`config.mk`:
```
export PLATFORM = sky130hd
export DESIGN_NAME = data_sync_tx
export DESIGN_NICKNAME = d
export VERILOG_FILES = /design/src/rtl/data_sync_tx.sv
export SDC_FILE = /design/constraint.sdc
export NUM_CORES = 1
export LEC_CHECK = 0
export CELL_PAD_IN_SITES_DETAIL_PLACEMENT = 0
export CELL_PAD_IN_SITES_GLOBAL_PLACEMENT = 1
export CORE_AREA = 3 3 47 49
export CTS_CLUSTER_DIAMETER = 60
export DETAILED_ROUTE_END_ITERATION = 10
export DIE_AREA = 0 0 50 52
export GPL_TIMING_DRIVEN = 1
export MAX_ROUTING_LAYER = met4
export PLACE_DENSITY = 0.76
export REMOVE_ABC_BUFFERS = 1
export SYNTH_ARGS = -nofsm -noshare
export SYNTH_HDL_FRONTEND = slang
export SYNTH_SLANG_ARGS = --single-unit
```
`constraint.sdc`:
```
create_clock -name CLK -period 2 [get_ports CLK]
set_input_delay 0.4 -clock CLK [delete_from_list [all_inputs] [get_ports CLK]]
set_output_delay 0.4 -clock CLK [all_outputs]
set_load 0.02 [all_outputs]
```
`src/rtl/data_sync_tx.sv`:
```
// Transmit-side launcher for the multi-flop data synchronizer: holds a word on UNSYNC_bus and strobes bus_enable.
// Define DATA_SYNC_TX_ACK_EN for a four-phase ack handshake; otherwise the enable is a timed HOLD/GAP pulse.
module data_sync_tx #(
    parameter int BUS_WIDTH   = 8,
    parameter int NUM_STAGES  = 2,
    parameter int HOLD_CYCLES = 8,
    parameter int GAP_CYCLES  = 8
) (
    input  logic                 CLK,
    input  logic                 RST_n,
    input  logic                 src_valid,
    input  logic [BUS_WIDTH-1:0] src_data,
    output logic                 src_ready,
    input  logic                 ack,
    output logic [BUS_WIDTH-1:0] UNSYNC_bus,
    output logic                 bus_enable,
    output logic                 busy
);

    // state | meaning
    // IDLE  | ready for a new word, previous word still on the bus
    // SETUP | word launched, one settle cycle before enable
    // HOLD  | bus_enable high
    // GAP   | bus_enable low, word still held
    typedef enum logic [1:0] {IDLE, SETUP, HOLD, GAP} state_t;

    state_t state;
    logic   hold_done;
    logic   gap_done;

    assign src_ready = (state == IDLE);
    assign busy      = ~src_ready;

`ifdef DATA_SYNC_TX_ACK_EN
    logic [NUM_STAGES-1:0] ack_sync_q;
    logic                  ack_sync;
    logic                  unused_cfg;

    assign unused_cfg = HOLD_CYCLES[0] ^ GAP_CYCLES[0];

    always_ff @(posedge CLK or negedge RST_n) begin
        if (!RST_n) begin
            ack_sync_q <= '0;
        end else begin
            ack_sync_q <= {ack_sync_q[NUM_STAGES-2:0], ack};
        end
    end

    assign ack_sync  = ack_sync_q[NUM_STAGES-1];
    assign hold_done = ack_sync;
    assign gap_done  = ~ack_sync;
`else
    localparam int CNT_MAX = (HOLD_CYCLES > GAP_CYCLES) ? HOLD_CYCLES : GAP_CYCLES;
    localparam int CW      = $clog2(CNT_MAX + 1);
    localparam logic [CW-1:0] HOLD_LAST = CW'(HOLD_CYCLES - 1);
    localparam logic [CW-1:0] GAP_LAST  = CW'(GAP_CYCLES - 1);

    logic [CW-1:0] cnt;
    logic          unused_ack;

    assign unused_ack = ack ^ NUM_STAGES[0];
    assign hold_done  = (cnt == HOLD_LAST);
    assign gap_done   = (cnt == GAP_LAST);

    // Counter returns to zero on the cycle it terminates, so every state entry starts from zero.
    always_ff @(posedge CLK or negedge RST_n) begin
        if (!RST_n) begin
            cnt <= '0;
        end else if ((state == HOLD && !hold_done) || (state == GAP && !gap_done)) begin
            cnt <= cnt + 1'b1;
        end else begin
            cnt <= '0;
        end
    end
`endif

    always_ff @(posedge CLK or negedge RST_n) begin
        if (!RST_n) begin
            state      <= IDLE;
            UNSYNC_bus <= '0;
            bus_enable <= 1'b0;
        end else begin
            case (state)
                IDLE: begin
                    if (src_valid) begin
                        UNSYNC_bus <= src_data;
                        state      <= SETUP;
                    end
                end
                SETUP: begin
                    bus_enable <= 1'b1;
                    state      <= HOLD;
                end
                HOLD: begin
                    if (hold_done) begin
                        bus_enable <= 1'b0;
                        state      <= GAP;
                    end
                end
                GAP: begin
                    if (gap_done) begin
                        state <= IDLE;
                    end
                end
                default: begin
                    bus_enable <= 1'b0;
                    state      <= IDLE;
                end
            endcase
        end
    end

endmodule

```
# Word-level counts from Yosys, hierarchy flattened
# Cells that the tools add are included.
classes:
  bitwise: 1
  muxes: 7
  addsub: 1
  n_eq_ne: 7
  n_reduce_logical: 9
op_table:
  columns: ["operator", "n"]
  rows:
  - ["$pmux 2 s4", 1]
  - ["$mux 2", 3]
  - ["$ne 2x2->1 const B", 3]
  - ["$add 4x1->4 const B", 1]
  - ["$eq 2x2->1 const B", 2]
  - ["$eq 4x3->1 const B", 1]
  - ["$mux 4", 1]
  - ["$reduce_and 2->1", 2]
  - ["$reduce_and 3->1", 1]
  - ["$eq 2x1->1 const B", 1]
  - ["$logic_and 1x1->1", 2]
  - ["$logic_not 2->1", 1]
  - ["$pmux 1 s2", 1]
  - ["$reduce_bool 2->1", 1]
  - ["$logic_not 1->1", 1]
  - ["$logic_or 1x1->1", 1]
  - ["$mux 1", 1]
  - ["$not 1->1", 1]
totals:
  inputBits: 12
  word_cells: 29
  register_bits: 15
  output_inout_bits: 11

# Longest topological paths before layout
logic_depth:
  word_depth: 5
  depth_mapped: 5
  ltp_nobuf: 5

# Least setup slack after synthesis
# No wires, ideal clock.
synth_timing:
  kind: "register to register"
  from: "register state[0]"
  to: "register state[1]"
  path_slack_ns: 0.553
  setup_ns: 0.079
  required_ns: 1.921
  arrival_ns: 1.367
  path_stages_with_launch: 6
  path_buffers: 0
  period_less_slack_ns: 1.447
  path_cell_list: "dfrtp_1 > inv_1 > ha_1 > inv_1 > o22ai_2 > mux2i_1"
synth_via:
  elab_chain_cells: 3
  elab_cells_between_ends: 9
  classes_between: "eq/ne: 6; mux: 1; reduce/logical: 2"
synth_rtl:
  columns: ["item", "line_no", "source"]
  rows:
  - ["from (decl)", "27", "state_t state;"]
  - ["from (signal assigned)", "79", "state <= IDLE;"]
  - ["from (signal assigned)", "87", "state <= SETUP;"]
  - ["from (signal assigned)", "92", "state <= HOLD;"]
  - ["$logic_not 2->1 *", null, null]
  - ["net src_ready", "13", "output logic src_ready,"]
  - ["$ne 2x2->1 (no source line)", null, null]
  - ["$reduce_and 3->1 (no source line)", null, null]
# Mark *: on every way through the listed nets, which the timed path passes. The rest lies on a longest branch.
# A chain may end at the register's enable or synchronous reset.

# Worst setup path after layout
layout_timing:
  from: "register state[0]"
  to: "output busy"
layout_via:
  elab_chain_cells: 2
layout_rtl:
  columns: ["item", "line_no", "source"]
  rows:
  - ["$logic_not 2->1", "31", "assign src_ready = (state == IDLE);"]
  - ["$not 1->1", "32", "assign busy = ~src_ready;"]
  - ["to (decl)", "17", "output logic busy"]
# No other way between the ends.

==> reports/summary.txt <==
Status: completed
Starting density of the core: 34.0%
Synthesized area: 647 um^2
Die height: 52 um
Most frequent CP cell: inv_1
DR WL/cell: 10.8 um
Pins Over Slew Limit: 0
Clock slew at reported path FFs: 0.09 ns
Die Wd: 50 um
Synth Instances: 50
Comb power frac: 51.5%
Worst Setup End Kind: output pin
Cell Chain, Critical Path: inv_1 -> ha_1 -> inv_1 -> dlygate4sd2_1
Seq cells post-synth: 15
Avg Cell Area, Syn: 12.9 um^2
Overflow left after global routing: 0
Worst path slowest cell: dfrtp_1
Share of post-route cells with drive strength above 1: 19.7%
Fin nets: 93
Placer Congestion: 0.785
Worst Setup Start Kind: register
CP delay by family, top: buffers and inverters
Final core utilization: 48.6%
Max Root-Sink Buffers: 2
Worst Path Required: 1.60 ns
Die area: 2600 um^2
Fill count: 193
Psw: 518 uW
Area grow syn2layout: 42.7%
Clk root buf: clkbuf_4
Sequential area share after synthesis: 58.0%
Max frequency: 556 MHz
Port Buffers: 21
Drt total wl: 1.11 mm
Worst Hold Class: in2async
Buf+Inv Stages, Crit Path: 3
Overall global routing resource usage: 10.1%
CTS sink cnt: 15
Initial antenna violation count: 0
Row Count: 16
Largest net degree at the start of global routing: 16
Clock power frac: 12.3%
H-tree Lvls: 1
Final worst path period need: 1.80 ns
Detail Placement HPWL: 862 um
Ys Warns: 0
Final setup viols: 0
Final setup skew: 0.00137 ns
TritonCTS buffer count: 3
Int Pwr: 856 uW
I/O pins: 23
Vias/cell: 4.25
First-pass GRT wire length: 1.88 mm
Fin crit share: 89.9%
Post-CTS Setup Bufs: 0
Worst Path Max Fanout: 4
First DRT Iteration DRCs: 5
Max VDD drop: 713 uV
Largest stage delay, worst path: 0.39 ns
Routed vias: 438
Antenna cell count: 0
Max-slew headroom: 65.4%
Vias in the first global route: 422
Worst EP arrival: 1.40 ns
Post-CTS Hold Buffers: 0
Most frequent cells in the layout: clkdlybuf4s50_1, dfrtp_1, mux2_2
Post-CTS Resized: 2
Crit path kind: reg2out
Leakage: 0.000418 uW
Sw Ratio: 37.7%
Final hold vios: 0
Total core area: 1900 um^2
Count of cell types in the netlist: 15
Clock Latency Late Sink: 0.28 ns
Max-capacitance violation count: 0
Total power per unit cell area: 1490 nW/um^2
Remaining DRCs: 0
Most common cell after layout, fill and taps aside: clkdlybuf4s50_1
First drt pass iteration count: 2
Final TNS setup: 0 ns
Unrepaired setup endpoints after global routing: no
R2R Setup Slk: 0.61 ns
Register share of total power: 36.2%
CTS tree: done
Slew @ Worst Pin: 0.514 ns
Antenna Nets Post-Route: 0
==> power groups by stage <==
stage / Clock (uW) / Sequential [uW] / Combinational, uW
final: 169 / 496 / 707
after global routing: 194 / 515 / 777
after global placement: 0 / 500 / 720
after detailed placement: 0 / 505 / 728
after CTS: 181 / 498 / 718
after floorplan: 0 / 602 / 334
==> registers in the layout, summed over array words and instances (netlist names) <==
register / count
UNSYNC_bus: 8
bus_enable: 1
cnt: 4
state: 2
==> worst reg2reg max path: cells and delay by family (launching register included) <==
kind	cells	cell delay, ns
compound gates	2	0.58
flops	1	0.35
fa+ha+maj	1	0.24
buf+inv	1	0.08
==> cell families after synthesis <==
family | Yosys count | synth area share (%)
mux | 9 | 15.5
simple gates | 10 | 7.74
flops | 15 | 58.0
fa+ha+maj | 4 | 7.74
compound gates | 5 | 5.42
xor+xnor | 2 | 2.71
buf+inv | 5 | 2.90
==> Yosys cell counts, drive strengths merged <==
cell	n	area [um^2]
ha	4	50.1
xnor2	1	8.76
and3b	1	8.76
a22oi	1	7.51
o22ai	1	12.5
nor2	6	22.5
o21ai	3	15.0
nand3	1	5.00
xor2	1	8.76
nand3b	1	7.51
mux2i	1	10.0
inv	5	18.8
dfrtp	15	375
mux2	8	90.1
nand2	1	6.26
==> cell type report <==
type | count | area, um^2 | share of cell area (%)
Clock buffer | 3 | 22.5 | 2.44
Clock inverter | 1 | 5.00 | 0.542
Inverter | 5 | 18.8 | 2.03
Multi-Input combinational cell | 30 | 253 | 27.4
Timing Repair Buffer | 22 | 215 | 23.3
Sequential cell | 15 | 375 | 40.7
Tap cell | 27 | 33.8 | 3.66
==> final timing paths <==
check                          from          to  cells past startpoint
setup / recovery           state[0]        busy                      4
hold reg to reg              cnt[0]      cnt[0]                      1
max in group asynchronous     RST_n  bus_enable                      2
setup reg to reg           state[0]    state[0]                      4
hold / removal                RST_n      cnt[3]                      2
min in group CLK             cnt[0]      cnt[0]                      1
==> per-layer routing <==
metal / wire [um] / up-vias / GRT usage (%)
met5: 0 / - / -
met4: 0 / 0 / 4.15
met3: 57 / 0 / 4.87
met2: 520 / 12 / 13.9
met1: 533 / 208 / 12.4
li1: - / 218 / -
==> through the flow <==
| stage | cell area [um^2] | total power (uW) | std cells | hold slack, ns | setup slack, ns |
|---|---|---|---|---|---|
| floorplan | 647 | 936 | 50 | 0.104 | 0.553 |
| global placement | 898 | 1220 | 99 | 0.449 | 0.260 |
| detailed placement | 898 | 1230 | 99 | 0.456 | 0.240 |
| CTS | 923 | 1400 | 103 | 0.425 | 0.179 |
| global route | 923 | 1490 | 103 | 0.420 | 0.0963 |
| finish | 923 | 1370 | 103 | 0.429 | 0.202 |
Power figures use the tool's default switching activity.
